`src/rtl/wdg_kicker_pkg.sv`:
```
// Shared definitions for the watchdog kicker: state encoding, timer width and
// default timing parameters.
package wdg_kicker_pkg;

    localparam int TMR_W = 28;

    localparam logic [TMR_W-1:0] DEF_HALF_PERIOD = 28'd50_000_000;
    localparam logic [TMR_W-1:0] DEF_STALL_MAX   = 28'd100_000_000;

    localparam logic [2:0] ST_IDLE     = 3'd0;
    localparam logic [2:0] ST_PULSE_HI = 3'd1;
    localparam logic [2:0] ST_WAIT_HI  = 3'd2;
    localparam logic [2:0] ST_PULSE_LO = 3'd3;
    localparam logic [2:0] ST_WAIT_LO  = 3'd4;

    typedef enum logic [2:0] {
        IDLE     = ST_IDLE,
        PULSE_HI = ST_PULSE_HI,
        WAIT_HI  = ST_WAIT_HI,
        PULSE_LO = ST_PULSE_LO,
        WAIT_LO  = ST_WAIT_LO
    } state_t;

    function automatic logic is_pulse(input state_t s);
        return (s == PULSE_HI) || (s == PULSE_LO);
    endfunction

    function automatic logic is_wait(input state_t s);
        return (s == WAIT_HI) || (s == WAIT_LO);
    endfunction

endpackage

```
`src/rtl/wdg_kicker_sat_counter.sv`:
```
// Saturating up-counter with synchronous clear; clear wins over increment.
module wdg_sat_counter #(
    parameter int W = 8
) (
    input  logic         clk,
    input  logic         reset,
    input  logic         clr,
    input  logic         inc,
    output logic [W-1:0] count
);

    logic [W-1:0] count_q;
    logic [W-1:0] count_d;

    // Next count: clear, saturating increment, or hold.
    always_comb begin
        count_d = count_q;
        if (clr) begin
            count_d = {W{1'b0}};
        end else if (inc && (count_q != {W{1'b1}})) begin
            count_d = count_q + {{(W-1){1'b0}}, 1'b1};
        end else begin
            count_d = count_q;
        end
    end

    // Count register with synchronous active-low reset.
    always_ff @(posedge clk) begin
        if (!reset) begin
            count_q <= {W{1'b0}};
        end else begin
            count_q <= count_d;
        end
    end

    assign count = count_q;

endmodule

```
`src/rtl/wdg_kicker.sv`:
```
// Watchdog kicker: toggles a heartbeat level with qualifying strobes, gated by
// application health. Optional macro WDG_KICKER_FAULT_INJ_EN adds inject_fault.
module wdg_kicker
    import wdg_kicker_pkg::*;
#(
    parameter logic [TMR_W-1:0] HALF_PERIOD = DEF_HALF_PERIOD,
    parameter logic [TMR_W-1:0] STALL_MAX   = DEF_STALL_MAX
) (
    input  logic       clk,
    input  logic       reset,
    input  logic       enable,
    input  logic       alive,
    input  logic       error,
`ifdef WDG_KICKER_FAULT_INJ_EN
    input  logic       inject_fault,
`endif
    output logic       wdg,
    output logic       pulso,
    output logic       kick_done,
    output logic       stalled,
    output logic [7:0] trip_count
);

    state_t state_q;
    state_t state_d;
    state_t fsm_next_s;

    logic wdg_q;
    logic wdg_d;
    logic pulso_q;
    logic pulso_d;
    logic kick_done_q;
    logic kick_done_d;
    logic stalled_q;
    logic stalled_d;

    logic [TMR_W-1:0] timer_s;
    logic [TMR_W-1:0] stall_cnt_s;
    logic [7:0]       trip_cnt_s;

    logic permit_s;
    logic expired_s;
    logic timer_clr_s;
    logic timer_inc_s;
    logic stall_clr_s;
    logic stall_inc_s;

    // Kicking permission: health, optionally vetoed by deliberate fault injection.
    always_comb begin
`ifdef WDG_KICKER_FAULT_INJ_EN
        permit_s = alive && !inject_fault;
`else
        permit_s = alive;
`endif
    end

    assign expired_s = (timer_s == (HALF_PERIOD - 28'd2));

    // Sequence transitions, then enable/error overrides (enable has priority).
    always_comb begin
        fsm_next_s = state_q;
        case (state_q)
            IDLE:     fsm_next_s = enable ? PULSE_HI : IDLE;
            PULSE_HI: fsm_next_s = WAIT_HI;
            WAIT_HI:  fsm_next_s = (expired_s && permit_s) ? PULSE_LO : WAIT_HI;
            PULSE_LO: fsm_next_s = WAIT_LO;
            WAIT_LO:  fsm_next_s = (expired_s && permit_s) ? PULSE_HI : WAIT_LO;
            default:  fsm_next_s = IDLE;
        endcase

        state_d = fsm_next_s;
        if (!enable) begin
            state_d = IDLE;
        end else if (error && (state_q != IDLE)) begin
            state_d = PULSE_HI;
        end else begin
            state_d = fsm_next_s;
        end
    end

    // Counter controls; the timer restarts whenever a WAIT state is (re)entered.
    always_comb begin
        timer_clr_s = !is_wait(state_q) || (state_d != state_q);
        timer_inc_s = is_wait(state_q) && !expired_s;
        stall_clr_s = is_pulse(state_d) || (state_d == IDLE);
        stall_inc_s = is_wait(state_q) && expired_s && !permit_s && (state_d == state_q);
    end

    // Output values for the cycle the next state is occupied.
    always_comb begin
        wdg_d       = 1'b0;
        pulso_d     = 1'b0;
        kick_done_d = 1'b0;
        stalled_d   = (stall_cnt_s >= STALL_MAX);
        case (state_d)
            PULSE_HI: begin
                wdg_d   = 1'b1;
                pulso_d = 1'b1;
            end
            PULSE_LO: begin
                wdg_d       = 1'b0;
                pulso_d     = 1'b1;
                kick_done_d = 1'b1;
            end
            WAIT_HI, WAIT_LO: wdg_d = wdg_q;
            default:          wdg_d = 1'b0;
        endcase
    end

    // State and output registers.
    always_ff @(posedge clk) begin
        if (!reset) begin
            state_q     <= IDLE;
            wdg_q       <= 1'b0;
            pulso_q     <= 1'b0;
            kick_done_q <= 1'b0;
            stalled_q   <= 1'b0;
        end else begin
            state_q     <= state_d;
            wdg_q       <= wdg_d;
            pulso_q     <= pulso_d;
            kick_done_q <= kick_done_d;
            stalled_q   <= stalled_d;
        end
    end

    wdg_sat_counter #(.W(TMR_W)) u_timer (
        .clk   (clk),
        .reset (reset),
        .clr   (timer_clr_s),
        .inc   (timer_inc_s),
        .count (timer_s)
    );

    wdg_sat_counter #(.W(TMR_W)) u_stall (
        .clk   (clk),
        .reset (reset),
        .clr   (stall_clr_s),
        .inc   (stall_inc_s),
        .count (stall_cnt_s)
    );

    // Every sampled error counts, including in IDLE and alongside enable=0.
    wdg_sat_counter #(.W(8)) u_trip (
        .clk   (clk),
        .reset (reset),
        .clr   (1'b0),
        .inc   (error),
        .count (trip_cnt_s)
    );

    assign wdg        = wdg_q;
    assign pulso      = pulso_q;
    assign kick_done  = kick_done_q;
    assign stalled    = stalled_q;
    assign trip_count = trip_cnt_s;

endmodule

```
`config.mk`:
```
export PLATFORM = sky130hd
export DESIGN_NAME = wdg_kicker
export DESIGN_NICKNAME = d
export VERILOG_FILES = /design/src/rtl/wdg_kicker_pkg.sv /design/src/rtl/wdg_kicker_sat_counter.sv /design/src/rtl/wdg_kicker.sv
export SDC_FILE = /design/constraint.sdc
export NUM_CORES = 1
export LEC_CHECK = 0
export ABC_AREA = 1
export CAP_MARGIN = 0
export CORE_MARGIN = 4
export CORE_UTILIZATION = 35
export CTS_BUF_LIST = sky130_fd_sc_hd__clkbuf_2 sky130_fd_sc_hd__clkbuf_4 sky130_fd_sc_hd__clkbuf_8
export CTS_CLUSTER_SIZE = 24
export DETAILED_ROUTE_END_ITERATION = 6
export DONT_BUFFER_PORTS = 1
export HOLD_SLACK_MARGIN = 0.12
export SLEW_MARGIN = 20
export SYNTH_ARGS = -nofsm -noshare
export SYNTH_HDL_FRONTEND = slang
export SYNTH_SLANG_ARGS = --single-unit
```
`constraint.sdc`:
```
create_clock -name clk -period 1.9 [get_ports clk]
set_input_delay 0.285 -clock clk [delete_from_list [all_inputs] [get_ports clk]]
set_output_delay 0.285 -clock clk [all_outputs]
set_load 0.005 [all_outputs]
```
==> impl_metrics.toml, run 1 <==
[sta]
maxSlewViolCount = 0
slew-limit-headroom_pct = 65.8
rsz0062_at_grt = "true"
finalHoldViolCount = 0
fmax_mhz = 493
setup_tns_ns = -2.82
min_period_ns = 2.03
setup_slack_ns = -0.128
clock_skew_ns = 0.0114
post-route-period-util_pct = 107
setup_viol = 39
whs_ns = 0.173
worstMarginPinSlew_ns = 0.507

[clock_network]
numCtsBuffers = 9
path_clk_slew_ns = 0.08
root_buffer = "clkbuf_8"
cts_tree = "built"
clock_latency_ns = 0.36
clockBufferDepth = 2
htree_levels = 3
clkSinkCount = 71

[logic_synthesis]
async_flop_share_pct = 0
yosys.area.top_type = "dfxtp_1"
ys_top_cells_by_area = "dfxtp_1 34%, nand2_1 12%, nor2_1 8.1%"
netlist_instances = 634
synth_most_common_cell = "nand2_1"
synth_ff_type = "dfxtp_1"
synth_top_area_share_pct = 33.9
synth-xor-area-share_pct = 6.48
synth_simple_gate_area_share_pct = 40.1
synth_edf_count = 0
synth_top_family_by_area = "simple AND/OR/NAND/NOR gates"
syn_area_mm2 = 0.00419
ys_top_cells_by_count = "134 x nand2_1, 91 x nor2_1, 73 x inv_1"
ys_warn_count = 0
synth_seq_area_share_pct = 33.9
synth-seq-cells = 71
synthAdderAreaFrac_pct = 1.49
syn_nets = 644
syn_avg_cell_area_um2 = 6.61
ys_types = 35
synth_compound_area_share_pct = 8.96
yosys-mux-area-fraction_pct = 0

[floorplan]
die_area_mm2 = 0.0138
die_height_um = 117
num_rows = 39
io_pins = 17
dieWidth_um = 117
initial_core_util_pct = 36.2
core_area_mm2 = 0.0116

[setup_path]
crit_path_end_kind = "flop"
critPathTopFamily = "simple AND/OR/NAND/NOR gates"
worstSetupPathType = "reg -> reg"
cp_data_required_time_ns = 2.19
crit_chain = "nand2_2, nor2_2, nand2_1, nor2_4, nand4_1, nand2_1, nand3_2, nand3_2, nor2_4, nand3_4, buf_6, nand2_2, a21oi_2"
cpMaxStageDelayCell = "dfxtp_1"
crit_fanout = 6
start_kind = "flop"
crit_arrival_ns = 2.32
critPathBufInv = 1
critical_path.max_stage_delay_ns = 0.39

[placed_design]
post-dp-hpwl_um = 8670
io_buffers = 0
place_inst = 857
gp_congestion = 0.932
pre_cts_slack_ns = -0.244

[global_route]
grt_pass1_vias = 4377
antenna_found_initial = 0
grt_usage_pct = 17.6
grt_max_degree = 21
globalRoute.totalOverflow = 0
grt_pass1_wl_um = 20500

[run_status]
violations = "setup timing"
outcome = "finished with violations"

[routing]
routed_wl_um = 12500
vias = 4584
via_per_inst = 5.11
initialDrtViolationCount = 228
drc = 0
firstDrtPassIters = 6
drtAntennaViolNets = 0
wl_per_cell_um = 13.9

[finish]
register_area_mm2 = 0.00145
syn2layout_area_growth_pct = 44.5
fin_util_pct = 52.4
multi_input_area_mm2 = 0.00291
antenna_cells = 0
final_layout_size_suffix_gt1_share_pct = 35.8
fill_cells = 1073
nets = 759
fin_cells = 897

[min_path]
hold_path.class = "in -> reg"

[power]
p_leak_nw = 2.17
vdd.ir_drop.worst_uv = 411
combPwrFrac_pct = 5.8
cell_internal_pwr_mw = 2.45
p_sw_share_pct = 23.2
p_clk_share_pct = 47.0
power_frac_seq_pct = 47.3
switching_power_uw = 738
powerDensity_mw_per_mm2 = 526

[job]
maxCapViolations = 0
-- flip-flops by register name (all words and copies together), names as in the netlist --
signal and flops:
state_q 3, kick_done 1, pulso 1, u_timer.count 28, wdg 1, u_stall.count 28
u_trip.count 8, stalled 1
-- layer usage --
metal	share of wire [%]	wire [µm]	track usage, %
met1	43	5410	22.3
met2	50	6270	30.0
met3	5.0	629	3.27
met4	1.6	196	5.87
met5	0	0	0
-- power groups by stage --
stage	clock (mW)	sequential [mW]	combinational [mW]
detailed placement	0	1.54	0.113
CTS	1.52	1.50	0.163
floorplan	0	1.54	0.0778
global route	1.58	1.51	0.196
global placement	0	1.54	0.111
finish	1.50	1.51	0.183
-- cells by family after synthesis --
group,Yosys count
and+or+nand+nor,361
AOI/OAI and AO/OA,72
buffers and inverters,94
DFF,71
adders and majority gates,5
xor gates and xnor gates,31
-- cell type report --
type                    count  share of cell area, %
clock buffers               9                   2.04
clock inverters             7                   1.98
inverters                  80                   5.04
multi-input cells         470                   48.0
flip-flops and latches     71                   23.9
well taps                 143                   2.95
repair buffers            117                   16.1
-- layout by cell type (no fill, tap or decap), types with 3 or more instances in the layout --
master and count:
nor3b_2 4, nor2_1 72, nand4_1 43, nor2_2 14, nor3_1 23, nor2_4 12, dfxtp_2 14, buf_6 13
nand2_1 108, xnor2_1 6, inv_1 67, nor3_2 10, nor4_1 7, bufinv_16 3, o21ai_2 5, o21ai_0 12
nand3_2 6, nand2_2 22, a21oi_1 34, buf_12 3, nand3_1 20, inv_2 10, ha_4 3, buf_4 98
nand3_4 6, a21oi_2 11, nand2_4 7, dfxtp_1 55, clkbuf_8 9, xor2_1 23
-- path summary, 6_finish.rpt --
path                          from  slack (ns)           endpoint  cells after the start
setup / recovery  u_timer.count[4]       -0.13  u_stall.count[17]                     13
hold / removal               reset        0.17         state_q[1]                      2
setup reg to reg  u_timer.count[4]       -0.13  u_stall.count[17]                     13
hold reg to reg    u_trip.count[0]        0.48    u_trip.count[0]                      1
-- per-stage QoR --
| stage | area, µm² | total power, mW |
|---|---|---|
| finish | 6060 | 3.18 |
| global route | 6060 | 3.29 |
| CTS | 5740 | 3.18 |
| detailed placement | 5030 | 1.65 |
| global placement | 5030 | 1.65 |
| floorplan | 4190 | 1.62 |
-- repair_timing --
item / in CTS / in global routing
hold buffers: 2 / 0
gates cloned: 3 / 1
setup endpoints to repair: 56 / 62
endpoints found under the hold margin: 12 / 0
pin swaps: 33 / 38
gates resized for setup: 90 / 78
buffers inserted: 14 / 6
Note: power is estimated with default switching activity, not from simulation.
==> inputs of run 2 (changes only) <==
--- a/config.mk
+++ b/config.mk
@@ -13,6 +13,7 @@
 export CTS_CLUSTER_SIZE = 24
 export DETAILED_ROUTE_END_ITERATION = 6
 export DONT_BUFFER_PORTS = 1
+export GPL_ROUTABILITY_DRIVEN = 0
 export HOLD_SLACK_MARGIN = 0.12
 export SLEW_MARGIN = 20
 export SYNTH_ARGS = -nofsm -noshare
==> constraint.sdc (replaced) <==
create_clock -name clk -period 1.9 [get_ports clk]
set_input_delay 0.285 -clock clk [delete_from_list [all_inputs] [get_ports clk]]
set_output_delay 0.285 -clock clk [all_outputs]
set_load 0.05 [all_outputs]
==> run 2 against run 1 <==
The flow still finishes with violations (setup timing). Critical endpoint is now u_timer.count[27]. Clock power shrank 23%. First-iteration DRC count rose by 39%. Via count rose by 3.1%. Critical path depth increased by 1. Sequential cell count is the same. Die area unchanged. Clock skew is 0.0036 ns higher. Count of clock-buffer cells in the layout up 1. Largest power group unchanged. Register-to-register slack is essentially flat. Routed wire length increased by 2.8%. Non-clock buffer count is 11 higher.
==> impl_metrics.toml, run 2 (synthesis gave the netlist of run 1 again) <==
[sta]
maxSlewViolCount = 0
rsz0062_at_grt = "true"
post-route-period-util_pct = 106
setup_slack_ns = -0.113
worstMarginPinSlew_ns = 0.544
min_period_ns = 2.01
finalHoldViolCount = 0
fmax_mhz = 497
whs_ns = 0.168
setup_viol = 56
clock_skew_ns = 0.0150
slew-limit-headroom_pct = 63.7

[finish]
antenna_cells = 0
nets = 770
stdcell_area_mm2 = 0.00613
fin_cells = 908
final_layout_size_suffix_gt1_share_pct = 36.3
final_common_cell = "nand2_1"
final_cell_mix = "115 x nand2_1, 110 x buf_4, 68 x inv_1"
fin_util_pct = 53.0
syn2layout_area_growth_pct = 46.3

[clock_network]
path_clk_slew_ns = 0.08
numCtsBuffers = 9
clkSinkCount = 71
cts_tree = "built"
clockBufferDepth = 2
clock_latency_ns = 0.36
htree_levels = 3
root_buffer = "clkbuf_8"

[power]
powerDensity_mw_per_mm2 = 466
vdd.ir_drop.worst_uv = 353
p_leak_nw = 2.23

[placed_design]
place_inst = 867
io_buffers = 0
post-dp-hpwl_um = 8850
place_area_mm2 = 0.00511

[floorplan]
die_area_mm2 = 0.0138
die_height_um = 117
core_area_mm2 = 0.0116
dieWidth_um = 117
initial_core_util_pct = 36.2
io_pins = 17
num_rows = 39

[routing]
routed_wl_um = 12900
drc = 0
initialDrtViolationCount = 317
drtAntennaViolNets = 0
wl_per_cell_um = 14.2
vias = 4724
via_per_inst = 5.20
firstDrtPassIters = 5

[setup_path]
critical_path.max_stage_delay_ns = 0.36
crit_chain = "inv_2, ha_4, inv_2, nor3_2, nand2_1, nor2_4, buf_4, nand2_2, nand3_4, nor2_4, nand4_1, nor2_1, nor2_1, nor3_2"
cpMaxStageDelayCell = "dfxtp_2"
start_kind = "flop"
critPathTopFamily = "simple AND/OR/NAND/NOR gates"
crit_fanout = 6
worstSetupPathType = "reg -> reg"
cp_data_required_time_ns = 2.19
crit_arrival_ns = 2.30
crit_path_end_kind = "flop"
critPathBufInv = 3

[min_path]
hold_path.class = "in -> reg"

[global_route]
antenna_found_initial = 0
grt_usage_pct = 18.2
grt_pass1_wl_um = 21200
globalRoute.totalOverflow = 0
grt_max_degree = 21
grt_pass1_vias = 4521

[run_status]
outcome = "finished with violations"
violations = "setup timing"

[job]
maxCapViolations = 0
## run 2: changes by cell type in the layout (fill, tap and decap cells not counted), moves of 6 or more
cell | previous run | this run
a21oi_1 | 34 | 23
buf_4 | 98 | 110
dfxtp_1 | 55 | 61
nand2_1 | 108 | 115
dfxtp_2 | 14 | 8
a21oi_2 | 11 | 20
## run 2: worst paths after layout
path | startpoint | endpoint | slack [ns] | depth (start not counted)
worst max-delay path | u_timer.count[0] | u_timer.count[27] | -0.11 | 14
worst max register to register | u_timer.count[0] | u_timer.count[27] | -0.11 | 14
worst min-delay path | reset | wdg | 0.17 | 2
worst min register to register | u_stall.count[27] | u_stall.count[27] | 0.50 | 2
## run 2: metrics by stage
step,power [mW],setup WS (ns),setup TNS [ns]
after detailed placement,1.69,-0.257,-7.83
after global placement,1.68,-0.173,-3.37
after CTS,2.88,-0.0276,-0.140
final,2.86,-0.113,-3.63
after global routing,2.98,-0.248,-10.06
after floorplan,1.64,0.0572,0
## run 2: power breakdown
group | internal (mW) | total, mW | switching (mW)
Combinational | 0.0742 | 0.193 | 0.119
Sequential | 1.49 | 1.51 | 0.0186
Clock | 0.516 | 1.15 | 0.638
Total | 2.08 | 2.86 | 0.776
## run 2: repair_timing
item | CTS | global route
setup buffers | 10 | 10
hold endpoints to repair | 7 | 0
pin swaps | 13 | 31
resized for setup | 56 | 101
cloned | 3 | 1
hold buffers | 2 | 0
setup endpoints to repair | 56 | 58
## run 2: final cells by class
type	instances	area [µm²]
inverters	80	308
well taps	143	179
clock buffers	10	138
clock inverters	6	43.8
repair buffers	128	1120
flip-flops and latches	71	1440
multi-input cells	470	2910
fillers	1056	5430
## run 2: routing by layer
metal | up-vias | global-route usage (%) | share of wire, %
met5 | - | 0 | 0
met4 | 0 | 5.57 | 2.0
met3 | 25 | 3.32 | 5.4
met2 | 132 | 31.7 | 51
met1 | 2215 | 22.9 | 42
li1 | 2352 | - | -
